--- src/rtl/fetch_unit_pkg.sv ---
// Shared fetch/decode encodings: NOP word, pc_sel redirect sources, fetch FSM states, opcodes.
package fetch_unit_pkg;

    localparam logic [15:0] NOP_INST = 16'h0000;

    typedef enum logic [1:0] {
        PCSEL_SEQ = 2'b00,
        PCSEL_BR  = 2'b01,
        PCSEL_JMP = 2'b10,
        PCSEL_RET = 2'b11
    } pc_sel_e;

    typedef enum logic [1:0] {
        ST_IDLE  = 2'd0,
        ST_FETCH = 2'd1,
        ST_DRAIN = 2'd2
    } fetch_state_e;

    // Major opcodes in inst[15:12], shared with the decoder.
    localparam logic [3:0] OP_NOP    = 4'h0;
    localparam logic [3:0] OP_ALU    = 4'h1;
    localparam logic [3:0] OP_LOAD   = 4'h2;
    localparam logic [3:0] OP_STORE  = 4'h3;
    localparam logic [3:0] OP_BRANCH = 4'h4;
    localparam logic [3:0] OP_JUMP   = 4'h5;
    localparam logic [3:0] OP_RET    = 4'h6;

    function automatic logic is_redirect(input logic taken, input logic [1:0] sel);
        return taken && (sel != PCSEL_SEQ);
    endfunction

endpackage

--- src/rtl/fetch_skid_buffer.sv ---
// One-entry inst+pc holding register for a word that arrives while IF/ID is stalled.
// Load sets valid; unload or clear empties it; load wins if both occur.
module fetch_skid_buffer
    import fetch_unit_pkg::*;
#(
    parameter int XLEN = 16
) (
    input  logic            clk,
    input  logic            rst,
    input  logic            load,
    input  logic            unload,
    input  logic            clear,
    input  logic [XLEN-1:0] in_inst,
    input  logic [XLEN-1:0] in_pc,
    output logic [XLEN-1:0] buf_inst,
    output logic [XLEN-1:0] buf_pc,
    output logic            buf_valid
);

    logic [XLEN-1:0] inst_q, inst_d;
    logic [XLEN-1:0] pc_q, pc_d;
    logic            valid_q, valid_d;

    always_comb begin
        inst_d  = inst_q;
        pc_d    = pc_q;
        valid_d = valid_q;
        if (load) begin
            inst_d  = in_inst;
            pc_d    = in_pc;
            valid_d = 1'b1;
        end else if (clear || unload) begin
            valid_d = 1'b0;
        end
    end

    always_ff @(posedge clk or posedge rst) begin
        if (rst) begin
            inst_q  <= '0;
            pc_q    <= '0;
            valid_q <= 1'b0;
        end else begin
            inst_q  <= inst_d;
            pc_q    <= pc_d;
            valid_q <= valid_d;
        end
    end

    assign buf_inst  = inst_q;
    assign buf_pc    = pc_q;
    assign buf_valid = valid_q;

endmodule

--- src/rtl/fetch_unit.sv ---
// Instruction fetch stage: owns the PC, single-outstanding imem req/ready, 1-cycle pc->IF/ID latency.
// Stall holds IF/ID (a landed word is skidded); redirect squashes to NOP and drains any orphan request.
module fetch_unit
    import fetch_unit_pkg::*;
#(
    parameter int              XLEN     = 16,
    parameter logic [XLEN-1:0] RESET_PC = '0
) (
    input  logic            clk,
    input  logic            rst,
    input  logic            stall,
    input  logic            branch_taken,
    input  logic [1:0]      pc_sel,
    input  logic [XLEN-1:0] branch_target,
    input  logic [XLEN-1:0] jump_target,
    input  logic [XLEN-1:0] ret_target,
    output logic            imem_req,
    output logic [XLEN-1:0] imem_addr,
    input  logic            imem_ready,
    input  logic [XLEN-1:0] imem_rdata,
    output logic [XLEN-1:0] IF_ID_Inst,
    output logic [XLEN-1:0] IF_ID_PC,
    output logic            IF_ID_valid
);

    localparam logic [XLEN-1:0] PC_STEP = XLEN'(1);

    fetch_state_e    state_q, state_d;
    logic [XLEN-1:0] pc_q, pc_d;
    logic            req_q, req_d;
    logic [XLEN-1:0] addr_q, addr_d;
    logic [XLEN-1:0] inst_q, inst_d;
    logic [XLEN-1:0] ifpc_q, ifpc_d;
    logic            valid_q, valid_d;

    logic            redirect, xfer;
    logic [XLEN-1:0] target;
    logic            buf_load, buf_unload, buf_clear, buf_valid, buf_valid_nxt;
    logic [XLEN-1:0] buf_inst, buf_pc;

    fetch_skid_buffer #(.XLEN(XLEN)) u_skid (
        .clk       (clk),
        .rst       (rst),
        .load      (buf_load),
        .unload    (buf_unload),
        .clear     (buf_clear),
        .in_inst   (imem_rdata),
        .in_pc     (pc_q),
        .buf_inst  (buf_inst),
        .buf_pc    (buf_pc),
        .buf_valid (buf_valid)
    );

    always_comb begin
        redirect = is_redirect(branch_taken, pc_sel);
        xfer     = req_q && imem_ready;
        case (pc_sel)
            PCSEL_BR:  target = branch_target;
            PCSEL_JMP: target = jump_target;
            default:   target = ret_target;
        endcase

        state_d    = state_q;
        pc_d       = pc_q;
        inst_d     = inst_q;
        ifpc_d     = ifpc_q;
        valid_d    = valid_q;
        buf_load   = 1'b0;
        buf_unload = 1'b0;
        buf_clear  = 1'b0;

        // Redirect always squashes IF/ID, whatever state the fetcher is in.
        if (redirect) begin
            pc_d    = target;
            inst_d  = XLEN'(NOP_INST);
            ifpc_d  = '0;
            valid_d = 1'b0;
        end

        case (state_q)
            ST_IDLE: state_d = ST_FETCH;
            ST_FETCH: begin
                if (redirect) begin
                    buf_clear = 1'b1;
                    if (req_q && !imem_ready) state_d = ST_DRAIN;
                end else if (stall) begin
                    if (xfer) begin
                        buf_load = 1'b1;
                        pc_d     = pc_q + PC_STEP;
                    end
                end else if (buf_valid) begin
                    buf_unload = 1'b1;
                    inst_d     = buf_inst;
                    ifpc_d     = buf_pc;
                    valid_d    = 1'b1;
                end else if (xfer) begin
                    inst_d  = imem_rdata;
                    ifpc_d  = pc_q;
                    valid_d = 1'b1;
                    pc_d    = pc_q + PC_STEP;
                end
            end
            ST_DRAIN: if (imem_ready) state_d = ST_FETCH;
            default:  state_d = ST_IDLE;
        endcase

        // Request and address are registered; a DRAIN keeps the orphan address stable.
        buf_valid_nxt = buf_load || (buf_valid && !buf_unload && !buf_clear);
        req_d  = ((state_d == ST_FETCH) && !buf_valid_nxt) || (state_d == ST_DRAIN);
        addr_d = (state_d == ST_DRAIN) ? addr_q : pc_d;
    end

    always_ff @(posedge clk or posedge rst) begin
        if (rst) begin
            state_q <= ST_IDLE;
            pc_q    <= RESET_PC;
            req_q   <= 1'b0;
            addr_q  <= RESET_PC;
            inst_q  <= XLEN'(NOP_INST);
            ifpc_q  <= '0;
            valid_q <= 1'b0;
        end else begin
            state_q <= state_d;
            pc_q    <= pc_d;
            req_q   <= req_d;
            addr_q  <= addr_d;
            inst_q  <= inst_d;
            ifpc_q  <= ifpc_d;
            valid_q <= valid_d;
        end
    end

    assign imem_req    = req_q;
    assign imem_addr   = addr_q;
    assign IF_ID_Inst  = inst_q;
    assign IF_ID_PC    = ifpc_q;
    assign IF_ID_valid = valid_q;

endmodule

--- config.mk ---
export PLATFORM = sky130hd
export DESIGN_NAME = fetch_unit
export DESIGN_NICKNAME = d
export VERILOG_FILES = /design/src/rtl/fetch_unit_pkg.sv /design/src/rtl/fetch_skid_buffer.sv /design/src/rtl/fetch_unit.sv
export SDC_FILE = /design/constraint.sdc
export NUM_CORES = 1
export LEC_CHECK = 0
export CORE_UTILIZATION = 44
export CTS_BUF_LIST = sky130_fd_sc_hd__clkbuf_16
export DETAILED_ROUTE_END_ITERATION = 7
export GPL_TIMING_DRIVEN = 1
export HOLD_SLACK_MARGIN = 0.1
export PLACE_DENSITY_LB_ADDON = 0.25
export SLEW_MARGIN = 20
export SYNTH_ARGS = -nofsm -noshare
export SYNTH_HDL_FRONTEND = slang
export SYNTH_SLANG_ARGS = --single-unit
--- constraint.sdc ---
create_clock -name clk -period 3.2 [get_ports clk]
set_clock_uncertainty 0.05 [all_clocks]
set_input_delay 0.32 -clock clk [delete_from_list [all_inputs] [get_ports clk]]
set_output_delay 0.32 -clock clk [all_outputs]
set_load 0.02 [all_outputs]
==> impl_metrics.toml, run 1 <==
[logic_synthesis]
syn_area_per_cell_um2 = 10.4
synth_seq_cells = 101
synth_edf_count = 0
netlist_area_um2 = 4760
syn_nets = 533
synthCells = 458
async_flop_share_pct = 100
yosysWarnings = 0
ys_seq_area_share_pct = 53.1
synthFlopType = "dfrtp_1"
synth.distinct_cells = 49

[timing]
worst_pin_slew_ns = 0.556
rsz0062_at_grt = "no"
drv_slew = 0
timing.setup.tns_ns = 0
max_freq_ghz = 0.449
hold_viol = 0
finalCritPeriodShare_pct = 69.6
setup_viol = 0
fin_crit_ns = 2.23
slew_headroom_pct = 62.9

[floorplan]
ios = 121
die_area_um2 = 11200
core_um2 = 10400
die_h_um = 106
die_w_um = 106
rows = 37
initial_core_util_pct = 45.7

[drt]
drt.antenna.violating_nets = 0
drt-total-wl_um = 11800
vias = 4013
routed_via_density = 5.69
post-route-drc-count = 0
drt_iter0_drc = 191
wl_per_cell_um = 16.8
drt_first_pass_iters = 4

[clock_tree]
cts_buffer_depth = 2
hold_buffers = 0
cts_buffers = 9
cts_root_buf = "clkbuf_16"
cts_htree_levels = 3
clock-sinks = 101
path_clk_slew_ns = 0.07
worstSkewPairLatency_ns = 0.34
cts_tree = "built"
cts_setup_buffers = 0
cts_resized = 0

[pwr]
p_leak_nw = 2.61
vdd_drop_max_v = 0.000424
powerDensity_nw_per_um2 = 814

[critical_path]
cp_num_cells = 8
rr_endpoint = "imem_addr[11]"
crit_path_start_kind = "input port"
path_class = "input port to flip-flop"
crit_slowest_cell = "ha_1"
worstPathMaxFanout = 17
reg2reg_depth = 5
r2r_setup_slack_ns = 1.12
max_stage_delay_ns = 0.52
cp_data_required_time_ns = 3.39
cp.arrival_ns = 2.42
endpoint_kind = "flip-flop"
crit_family = "buffers and inverters"
cp_num_buf_inv = 3
crit_chain = "clkdlybuf4s50_1 -> inv_1 -> ha_1 -> buf_4 -> nor3_1 -> a211oi_1 -> o311ai_1 -> o31ai_1"
rr_startpoint = "state_q[1]"

[final_layout]
fill_cells = 894
antenna_cells = 0
drive_gt1_share_pct = 12.3
multi_input_area_um2 = 2080
final_cell_count_no_fill = 705
final_common_cell = "clkdlybuf4s50_1"
post-route-util_pct = 61.3
fin_nets = 641
layout_common_cells = "clkdlybuf4s50_1, dfrtp_1, a21oi_1, mux2_2, o21ai_0"
syn_to_final_growth_pct = 34.1
seq_area_um2 = 2530

[flow_run]
cap_violations = 0

[grt]
antenna_found_initial = 0
gr-total-overflow = 0
grt_pass1_vias = 4017
grt_max_degree = 62
grtUsageTotal_pct = 22.2
grt_pass1_wl_um = 19800

[status]
status = "complete, no violations"

[placed_design]
port_buffers = 120
dpl.cell_count = 691
gp_congestion = 0.805
dp_hpwl_um = 8350

[min_path]
hp-class = "input port to asynchronous set/reset pin"
[metal layers]
layer  global-route usage [%]  routed length [um]
met1                     27.6                4990
met2                     39.2                6210
met3                     4.05                 473
met4                     6.75                 176
met5                        0                   0
[worst reg2reg max path, cell delays in order (launching register included)]
cell,delay [ns]
dfrtp_1,0.45
nand4b_4,0.25
nor4b_4,0.34
or4b_1,0.48
and3_1,0.21
o31ai_2,0.23
[kinds of logic (layout without fill, tap and decap cells)]
group           Yosys count  count (layout)  share of synthesized area (%)
mux                      44              44                           10.2
simple gates            103             103                           11.4
xor+xnor                  8               8                           1.47
flops                   101             101                           53.1
buf+inv                  41             152                           3.34
compound gates          157             157                           19.4
fa+ha+maj                 4               4                           1.05
[state kept, by name, indices dropped and copies added, names as in the netlist]
signal,cells
IF_ID_Inst,16
IF_ID_PC,16
imem_addr,16
pc_q,16
u_skid.buf_inst,16
u_skid.buf_pc,16
state_q,2
IF_ID_valid,1
imem_req,1
u_skid.buf_valid,1
[area by class of cell]
| class | instances | share of cell area (%) |
|---|---|---|
| Tap cell | 136 | 2.67 |
| Clock buffer | 9 | 3.53 |
| Inverter | 7 | 0.451 |
| Sequential cell | 101 | 39.6 |
| Timing Repair Buffer | 131 | 20.3 |
| Multi-Input combinational cell | 316 | 32.6 |
| Clock inverter | 5 | 0.863 |
[cell usage after synthesis, drive strengths merged (6+ instances only)]
cell type | n | area share (%)
dfrtp | 101 | 53
a21oi | 47 | 4.9
o21ai | 41 | 4.3
mux2 | 38 | 9.0
nor2 | 33 | 2.6
o22ai | 31 | 4.1
clkbuf | 28 | 2.2
nand2 | 23 | 1.8
a22oi | 16 | 2.5
nand3 | 10 | 1.2
nor3 | 8 | 0.84
inv | 7 | 0.55
o31ai | 7 | 1.2
buf | 6 | 0.55
mux2i | 6 | 1.3
[stage by stage]
stage / hold WS (ns) / area, um2 / setup WS, ns / total power [W]
global route: 0.381 / 6380 / 0.823 / 0.00551
detailed placement: 0.420 / 6100 / 0.643 / 0.00416
CTS: 0.349 / 6380 / 0.995 / 0.00522
finish: 0.336 / 6380 / 0.972 / 0.00519
global placement: 0.421 / 6100 / 0.734 / 0.00410
floorplan: 0.401 / 4760 / 0.183 / 0.00329
[worst max path at each step]
stage / start / to
after floorplan: rst / IF_ID_Inst[0]
after global placement: pc_sel[0] / imem_addr[8]
after detailed placement: pc_sel[0] / imem_addr[8]
after CTS: pc_sel[0] / imem_addr[8]
after global routing: pc_sel[1] / imem_addr[8]
final: pc_sel[0] / imem_addr[8]
[power breakdown]
group	switching, W	internal (W)	leakage [nW]
Sequential	0.000346	0.00177	1.25
Clock	0.000457	0.000595	0.139
Combinational	0.00104	0.000990	1.23
Total	0.00184	0.00335	2.61
No activity file was read; power rests on OpenSTA's default activity.
==> run 2: changes to the inputs <==
CORE_UTILIZATION = 49   (was 44)
clock period = 2.2 ns   (was 3.2 ns; I/O delays follow)
==> run 2 against run 1 <==
Against the previous run: routed wire length up 7.2%; utilization grew 9.9 points; via count up 2.9%; non-clock buffer count is 25 higher; critical path depth down 2; sequential share of layout area is 1.5 points lower; final cell count up 2.8%; critical endpoint is now imem_addr[14]; largest cell class unchanged.
==> impl_metrics.toml, run 2 (same netlist as run 1, synthesis figures left out) <==
[clock_tree]
clock-sinks = 101
hold_buffers = 0
cts_buffers = 9
worstSkewPairLatency_ns = 0.34
path_clk_slew_ns = 0.07
cts_root_buf = "clkbuf_16"
cts_tree = "built"
cts_htree_levels = 3
cts_buffer_depth = 2

[critical_path]
crit_path_start_kind = "flip-flop"
max_stage_delay_ns = 0.45
cp_data_required_time_ns = 2.37
path_class = "flip-flop to flip-flop"
endpoint_kind = "flip-flop"
cp.arrival_ns = 2.24
cp_num_buf_inv = 0
crit_slowest_cell = "dfrtp_1"
crit_family = "simple AND/OR/NAND/NOR gates"
worstPathMaxFanout = 6
crit_chain = "ha_1 -> and4_1 -> nand2_1 -> or4_1 -> a21oi_1 -> o31ai_1"

[final_layout]
drive_gt1_share_pct = 16.6
final_common_cell = "clkdlybuf4s50_1"
syn_to_final_growth_pct = 39.4
antenna_cells = 0
fin_nets = 666
layout_common_cells = "clkdlybuf4s50_1, dfrtp_1, a21oi_1, mux2_2, o21ai_0"
final_cell_count_no_fill = 725

[drt]
drt-total-wl_um = 12700
routed_via_density = 5.70
drt_iter0_drc = 228
drt_first_pass_iters = 4
vias = 4131
drt.antenna.violating_nets = 0
post-route-drc-count = 0
wl_per_cell_um = 17.5

[timing]
rsz0062_at_grt = "no"
fin_crit_ns = 2.07
worst_pin_slew_ns = 0.518
drv_slew = 0
slew_headroom_pct = 65.4
max_freq_ghz = 0.483
setup_viol = 0
finalCritPeriodShare_pct = 94.2
whs_ns = 0.329
hold_viol = 0

[status]
status = "complete, no violations"

[grt]
grtUsageTotal_pct = 26.7
grt_max_degree = 102
grt_pass1_wl_um = 20900
grt_pass1_vias = 4295
antenna_found_initial = 0
gr-total-overflow = 0

[flow_run]
cap_violations = 0

[placed_design]
port_buffers = 120
gp_congestion = 0.866
dpl.cell_count = 709
dp_hpwl_um = 8960

[pwr]
powerDensity_nw_per_um2 = 1190
vdd_drop_max_v = 0.000696
p_leak_nw = 2.76

[min_path]
hp-class = "input port to asynchronous set/reset pin"

[floorplan]
die_area_um2 = 10100
rows = 35
initial_core_util_pct = 51.0
die_h_um = 101
core_um2 = 9330
ios = 121
die_w_um = 101
[run 2: changes by cell type in the layout (fill, tap and decap cells not counted), sizes merged]
cell      previous run  this run
buf                 11        36
bufinv               1         2
clkinv               2         1
clkinvlp             1         2
inv                  8         9
[run 2: per-layer routing]
layer  wire, um  global-route usage [%]
met1       5310                    33.9
met2       6490                    45.4
met3        573                    4.92
met4        323                    10.7
met5          0                       0
[run 2: area by class of cell]
| class | count | area [um2] |
|---|---|---|
| sequential | 101 | 2530 |
| timing repair buffer | 156 | 1510 |
| fill | 730 | 2690 |
| multi-input combinational | 316 | 2080 |
| tap | 129 | 161 |
| inverter | 7 | 30.0 |
| clock buffer | 9 | 225 |
| clock inverter | 7 | 103 |
[run 2: tightest hold or removal path: cells and delay by family]
kind,cells,cell delay [ns]
buffers and inverters,3,0.95
[run 2: timing repair]
action | CTS | global route
gates resized for setup | 0 | 1
setup endpoints to repair | 0 | 1
buffers inserted | 0 | 0
[run 2: final timing paths]
kind | startpoint | end | slack, ns | depth (start not counted)
max in group asynchronous | rst | pc_q[1] | 1.36 | 3
hold reg to reg | IF_ID_valid | IF_ID_valid | 0.45 | 2
min in group clk | IF_ID_valid | IF_ID_valid | 0.45 | 2
setup / recovery | pc_q[0] | imem_addr[14] | 0.13 | 6
setup reg to reg | pc_q[0] | imem_addr[14] | 0.13 | 6
hold / removal | rst | IF_ID_PC[12] | 0.33 | 3
[run 2: per-stage QoR]
step | area [um2] | power, W | util (%) | TNS [ns] | worst slack [ns]
after floorplan | 4760 | 0.00478 | - | 0 | 0.212
after global placement | 6310 | 0.00607 | 67.6 | -0.0412 | -0.0251
after detailed placement | 6310 | 0.00619 | 67.6 | -0.479 | -0.118
after CTS | 6640 | 0.00795 | 71.1 | 0 | 0.0892
after global routing | 6640 | 0.00836 | 71.1 | 0 | 0.0276
final | 6640 | 0.00792 | 71.1 | 0 | 0.128
[run 2: report_power, final]
part / switching, W / internal, W / total [W]
Sequential: 0.000501 / 0.00257 / 0.00307
Clock: 0.000725 / 0.00101 / 0.00174
Combinational: 0.00159 / 0.00152 / 0.00311
Total: 0.00281 / 0.00511 / 0.00792
==> run 3: changes to the inputs <==
SETUP_SLACK_MARGIN = 0.5   (was unset)
TNS_END_PERCENT = 30   (was unset)
==> run 3 against run 2 <==
Against the previous run: power up 7.7%; flip-flop and latch count unchanged; fmax up 4.8%; critical path type is now input port to flip-flop; register-to-register slack better by 0.09 ns; global-route usage up 2.7 points; final cell count up 4.7%; final area up 9.0%.
==> impl_metrics.toml, run 3 (same netlist as run 1, synthesis figures left out) <==
[critical_path]
r2r_setup_slack_ns = 0.22
cp.arrival_ns = 2.13
rr_endpoint = "imem_addr[9]"
endpoint_kind = "flip-flop"
worstPathMaxFanout = 6
path_class = "input port to flip-flop"
cp_data_required_time_ns = 2.35
crit_path_start_kind = "input port"
reg2reg_depth = 6
rr_startpoint = "state_q[1]"

[placed_design]
gp_congestion = 0.866
port_buffers = 120
dp_slack_ns = -0.118
dp_hpwl_um = 8960

[timing]
fin_crit_ns = 1.98
rsz0062_at_grt = "yes"
hold_viol = 0
worst_slack_ns = 0.223
setup_viol = 0
slew_headroom_pct = 64.8
whs_ns = 0.336
max_freq_ghz = 0.506
timing.setup.tns_ns = 0
drv_slew = 0
worst_pin_slew_ns = 0.528
finalCritPeriodShare_pct = 89.9

[drt]
wl_per_cell_um = 21.0
drt_iter0_drc = 301
drt.antenna.violating_nets = 0
drt_first_pass_iters = 6
drt-total-wl_um = 15900
routed_via_density = 6.17
post-route-drc-count = 0
vias = 4683

[clock_tree]
worstSkewPairLatency_ns = 0.35
cts_root_buf = "clkbuf_16"
cts_htree_levels = 3
cts_tree = "built"
clock-sinks = 101
cts_buffers = 9
cts_buffer_depth = 2
path_clk_slew_ns = 0.07

[final_layout]
drive_gt1_share_pct = 27.1
fill_cells = 586
syn_to_final_growth_pct = 52.0
fin_nets = 700
layout_common_cells = "clkdlybuf4s50_1, dfrtp_1, buf_4, a21oi_1, mux2_2"
antenna_cells = 0
final_common_cell = "clkdlybuf4s50_1"

[status]
status = "complete, no violations"

[floorplan]
die_w_um = 101
initial_core_util_pct = 51.0
die_area_um2 = 10100
ios = 121
die_h_um = 101
core_um2 = 9330
rows = 35

[grt]
grt_max_degree = 102
grtUsageTotal_pct = 29.4
gr-total-overflow = 0
grt_pass1_vias = 4586
grt_pass1_wl_um = 22800
antenna_found_initial = 0

[min_path]
hp-class = "input port to asynchronous set/reset pin"

[pwr]
powerDensity_nw_per_um2 = 1180
p_leak_nw = 3.02
vdd_drop_max_v = 0.000701

[flow_run]
cap_violations = 0
[run 3: cell types whose count changed in the layout (fill, tap and decap cells not counted), moves of 5 or more]
cell     delta
dfrtp_2     +5
buf_6       +5
dfrtp_1     -5
buf_4      +25
[run 3: layer usage]
| layer | vias to the layer above | routed length (um) | track usage, % |
|---|---|---|---|
| met4 | 0 | 853 | 13.6 |
| met1 | 2312 | 5970 | 35.7 |
| li1 | 2023 | - | - |
| met3 | 89 | 1020 | 5.96 |
| met2 | 259 | 8090 | 50.5 |
| met5 | - | 0 | 0 |
[run 3: final cells by class]
cell class / instances / area [um2] / area share, %
Sequential cell: 101 / 2530 / 35.0
Multi-Input combinational cell: 316 / 2320 / 32.1
Timing Repair Buffer: 190 / 1860 / 25.7
Clock buffer: 9 / 225 / 3.11
Tap cell: 129 / 161 / 2.23
Clock inverter: 7 / 103 / 1.42
Inverter: 7 / 30.0 / 0.415
[run 3: worst max-delay path by stage]
stage	cells after the start	slack, ns	from	end
2_1_floorplan	5	0.21	imem_req	imem_addr[11]
3_3_place_gp	6	-0.03	imem_ready	imem_addr[11]
3_5_place_dp	6	-0.12	imem_ready	imem_addr[14]
4_1_cts	5	0.40	state_q[1]	imem_addr[11]
5_1_grt	5	0.19	pc_q[8]	imem_addr[11]
6_report	7	0.22	stall	imem_addr[9]
[run 3: what timing repair did]
item / in CTS / in global routing
hold buffers: 0 / 0
gates resized for setup: 44 / 19
setup endpoints to repair: 60 / 71
pin swaps: 15 / 16
cloned: 1 / 3
buffers inserted: 25 / 5
[run 3: critical path, cell delays in order]
cell	delay, ns
clkdlybuf4s50_1	0.64
nand2b_2	0.29
nand3_4	0.16
buf_4	0.17
nor3_1	0.25
xnor2_1	0.24
a21oi_1	0.15
[run 3: power breakdown]
| part | switching [W] | leakage, nW | internal, W |
|---|---|---|---|
| registers | 0.000493 | 1.24 | 0.00258 |
| logic | 0.00190 | 1.63 | 0.00181 |
| clock network | 0.000734 | 0.157 | 0.00101 |
| total | 0.00313 | 3.02 | 0.00540 |
[run 3: through the flow]
step / util, % / power (W) / area (um2) / instances
final: 77.6 / 0.00853 / 7230 / 759
after global routing: 77.6 / 0.00891 / 7230 / 759
after CTS: 75.2 / 0.00823 / 7020 / 751
after detailed placement: 67.6 / 0.00619 / 6310 / 709
after global placement: 67.6 / 0.00607 / 6310 / 709
after floorplan: - / 0.00478 / 4760 / 458
==> variant 1 (settings of run 1) <==
`XLEN` is set to 16 in 2 places; all go to 14.
--- a/src/rtl/fetch_skid_buffer.sv
+++ b/src/rtl/fetch_skid_buffer.sv
@@ -5,3 +5,3 @@
 #(
-    parameter int XLEN = 16
+    parameter int XLEN = 14
 ) (
--- a/src/rtl/fetch_unit.sv
+++ b/src/rtl/fetch_unit.sv
@@ -5,3 +5,3 @@
 #(
-    parameter int              XLEN     = 16,
+    parameter int              XLEN     = 14,
     parameter logic [XLEN-1:0] RESET_PC = '0
Ports: changed (7 resized); port bits go from 121 to 107. No check against the original RTL was run, so the function may have changed too.
==> variant 1 against run 1 <==
Synthesized area down 13%; highest routed layer unchanged; total power decreased by 8.3%; largest power group unchanged; routed wire length decreased by 14%; final area fell by 12%; largest cell class unchanged; core utilization increased by 0.053 points; sequential share of layout area is 0.079 points higher; sequential cell count is 12 lower; worst setup slack got worse by 0.15 ns.
==> variant 1: results <==
[final_layout]
antenna_cells = 0
final_nets = 553
final_layout_size_suffix_gt1_share_pct = 14.26

[synthesis]
synth.mux.area_fraction_pct = 11.38
synth-xor-area-share_pct = 1.694
synth_fa_ha_area_share_pct = 1.210
synth_area_leaders = dfrtp_1 (54%), mux2_2 (11%), a21oi_1 (5.9%)
async_flop_share_pct = 100.0
synthTopCellsByCount = dfrtp_1 (89), a21oi_1 (49), mux2_2 (40), o21ai_0 (33), nor2_1 (32)
ys_seq_area_share_pct = 53.86
synth_fp_nets = 460
ys.warnings.count = 0
ys_types = 37
synth_compound_area_share_pct = 19.18

[cts]
numCtsBuffers = 9
cts-resized-gates = 0
clock-root-buffer = clkbuf_16
clk_path_buf_depth = 2

[worst_setup_path]
cp.arrival_ns = 2.61
r2r_slack_ns = 0.93
path_max_fanout = 10
slowest_stage = or4_1
critical-path-max-stage-delay_ns = 0.68
rr_startpoint = imem_req
rr_endpoint = imem_addr[10]

[detailed_routing]
vias = 3453
dr.first_iter.drc_count = 165
wl_um = 10210
drt_first_pass_iters = 6

[pwr]
leakagePower_nw = 2.273
p_int_mw = 3.126
peakVddDrop_v = 0.0002817

[placement]
dp_hpwl_um = 7022
gp_congestion = 0.8178
portBuffers = 106

[global_route]
grt_max_degree = 51
grt_usage_pct = 22.39
grt_pass1_wl_um = 17030

[outcome]
outcome = finished, final reports clean

[sta]
max_slew_margin_pct = 42.47
## variant 1: cell count changes after synthesis, moves of 3 or more
cell and change:
o21ai_0 -3, o21ai_1 -5, o22ai_1 -4, o31ai_1 -5
nor3_1 -5, mux2i_1 -4, dfrtp_1 -12, nand2_1 -14
or4_1 +4, clkbuf_1 -3
## variant 1: per-stage QoR
stage               std cells  instance area (sq um)  hold slack, ns  setup slack (ns)
CTS                       602                   5613          0.4286            0.8375
finish                    602                   5613          0.3997            0.8202
detailed placement        586                   5293          0.4461            0.5161
global route              602                   5613          0.4738            0.7204
floorplan                 393                   4135          0.4206            0.5231
global placement          586                   5293          0.4387            0.5716
## variant 1: worst max-delay path by stage
| stage | startpoint | endpoint | slack (ns) | cells past startpoint |
|---|---|---|---|---|
| after detailed placement | imem_ready | imem_addr[10] | 0.52 | 6 |
| after CTS | imem_ready | imem_addr[10] | 0.84 | 6 |
| after global placement | imem_ready | imem_addr[9] | 0.57 | 6 |
| final | imem_ready | imem_addr[10] | 0.82 | 6 |
| after global routing | imem_ready | imem_addr[10] | 0.72 | 6 |
| after floorplan | rst | IF_ID_Inst[0] | 0.52 | 1 |
## variant 1: cell families after synthesis
group | Yosys count
simple gates | 75
flops | 89
fa+ha+maj | 4
buf+inv | 37
mux | 42
compound gates | 138
xor+xnor | 8
## variant 1: layout make-up
| cell class | count | area, sq um |
|---|---|---|
| clock inverter | 7 | 95.09 |
| inverter | 6 | 23.77 |
| timing repair buffer | 113 | 1126 |
| tap | 111 | 138.9 |
| clock buffer | 9 | 225.2 |
| fill | 748 | 3540 |
| sequential | 89 | 2227 |
| multi-input combinational | 267 | 1777 |
## variant 1: per-layer routing
layer  vias up  part of all wire [%]  routed length, um  global-route usage [%]
met5         -                     0                  0                       0
met4         0                   1.9                193                   9.185
met3        16                   5.9                604                   4.610
met2       125                    47               4838                   36.63
met1      1680                    45               4570                   29.12
li1       1632                     -                  -                       -
## variant 1: power groups by stage
stage | registers, mW | clock network, mW | logic, mW
floorplan | 2.05 | 0 | 0.851
CTS | 1.88 | 1.13 | 1.78
global route | 1.94 | 1.18 | 1.93
global placement | 1.87 | 0 | 1.73
finish | 1.88 | 1.11 | 1.77
detailed placement | 1.89 | 0 | 1.77
## variant 1: worst max-delay path, delay by kind of cell
kind | cells | cell delay (ns)
buf+inv | 1 | 0.63
simple gates | 3 | 1.26
mux | 1 | 0.18
compound gates | 1 | 0.22
==> variant 2 (config.mk and constraints of run 1) <==
Made on the original files. Re-encode `fetch_state_e` (3 states) as one-hot, 3 bits wide.
--- a/src/rtl/fetch_unit_pkg.sv
+++ b/src/rtl/fetch_unit_pkg.sv
@@ -12,6 +12,6 @@
 
-    typedef enum logic [1:0] {
-        ST_IDLE  = 2'd0,
-        ST_FETCH = 2'd1,
-        ST_DRAIN = 2'd2
+    typedef enum logic [2:0] {
+        ST_IDLE  = 3'b001,
+        ST_FETCH = 3'b010,
+        ST_DRAIN = 3'b100
     } fetch_state_e;
Behaviour: same outputs for any inputs over 4 cycles, from zero or initial values and one cycle with rst high; so few cycles prove little.
==> variant 2 against run 1 <==
Worst hold slack improved by 0.021 ns; combinational power is 24% lower; worst setup slack worse by 0.30 ns; sequential cell count rose by 1; count of clock-buffer cells in the layout stayed put; critical path depth shrank 3; sequential power down 9%; largest cell class unchanged; final area up 3.7%; synthesized area grew 4.9%; total power down 12%; routed wire length fell by 0.96%; synthesized cell count up 2.4%.
==> variant 2: results <==
[pwr]
leakagePower_nw = 2.694
power_density_mw_per_mm2 = 686.6
switching_share_pct = 32.82

[synthesis]
ys_types = 50
avgSynthCellArea_sq_um = 10.65
ys_seq_area_share_pct = 51.13
synth.mux.area_fraction_pct = 14.73
synth-xor-area-share_pct = 1.227

[detailed_routing]
wl_met3_um = 833
vias = 4043
wl_met1_um = 5387

[final_layout]
final_nets = 648
instances_no_fill = 718
n_fill_cell = 939
final_layout_size_suffix_gt1_share_pct = 13.32

[sta]
max_slew_margin_pct = 54.87
finalCritPeriodShare_pct = 79.11

[outcome]
outcome = finished, final reports clean

[global_route]
grt_pass1_wl_um = 18950
grt_pass1_vias = 3935

[worst_setup_path]
cp_top_family = simple AND/OR/NAND/NOR gates
slowest_stage = or4bb_2
critical-path-max-stage-delay_ns = 0.76

[placement]
dpl_cell_area_sq_mm = 0.006324
dpl.cell_count = 702
-- variant 2: power by group through the flow --
| stage | Combinational, mW | Clock, mW | Sequential [mW] |
|---|---|---|---|
| floorplan | 0.839 | 0 | 2.04 |
| global placement | 1.50 | 0 | 1.92 |
| detailed placement | 1.54 | 0 | 1.95 |
| CTS | 1.55 | 1.10 | 1.93 |
| global route | 1.68 | 1.15 | 1.98 |
| finish | 1.54 | 1.08 | 1.92 |
-- variant 2: path summary, 6_finish.rpt --
kind,cells after the start,start,endpoint
setup / recovery,5,state_q[2],imem_addr[8]
hold / removal,2,rst,IF_ID_PC[10]
setup reg to reg,5,state_q[2],imem_addr[8]
hold reg to reg,1,u_skid.buf_inst[4],u_skid.buf_inst[4]
max in group asynchronous,3,rst,imem_addr[14]
min in group clk,1,u_skid.buf_inst[4],u_skid.buf_inst[4]
-- variant 2: per-layer routing --
layer / vias to the layer above / global-route usage, %
met4: 0 / 7.722
met2: 182 / 32.37
met3: 19 / 3.496
met5: - / 0
li1: 1932 / -
met1: 1910 / 29.03
-- variant 2: area by class of cell --
cell class	count	share of cell area (%)
tap	140	2.646
sequential	102	38.59
multi-input combinational	323	34.50
timing repair buffer	131	19.39
clock inverter	7	1.096
clock buffer	9	3.401
inverter	6	0.3779
-- variant 2: worst reg2reg max path: stages, from the launching register on --
cell     delay, ns
dfrtp_1       0.46
or4bb_2       0.76
nor4b_4       0.46
nand4_1       0.18
xnor2_1       0.18
a221o_1       0.33
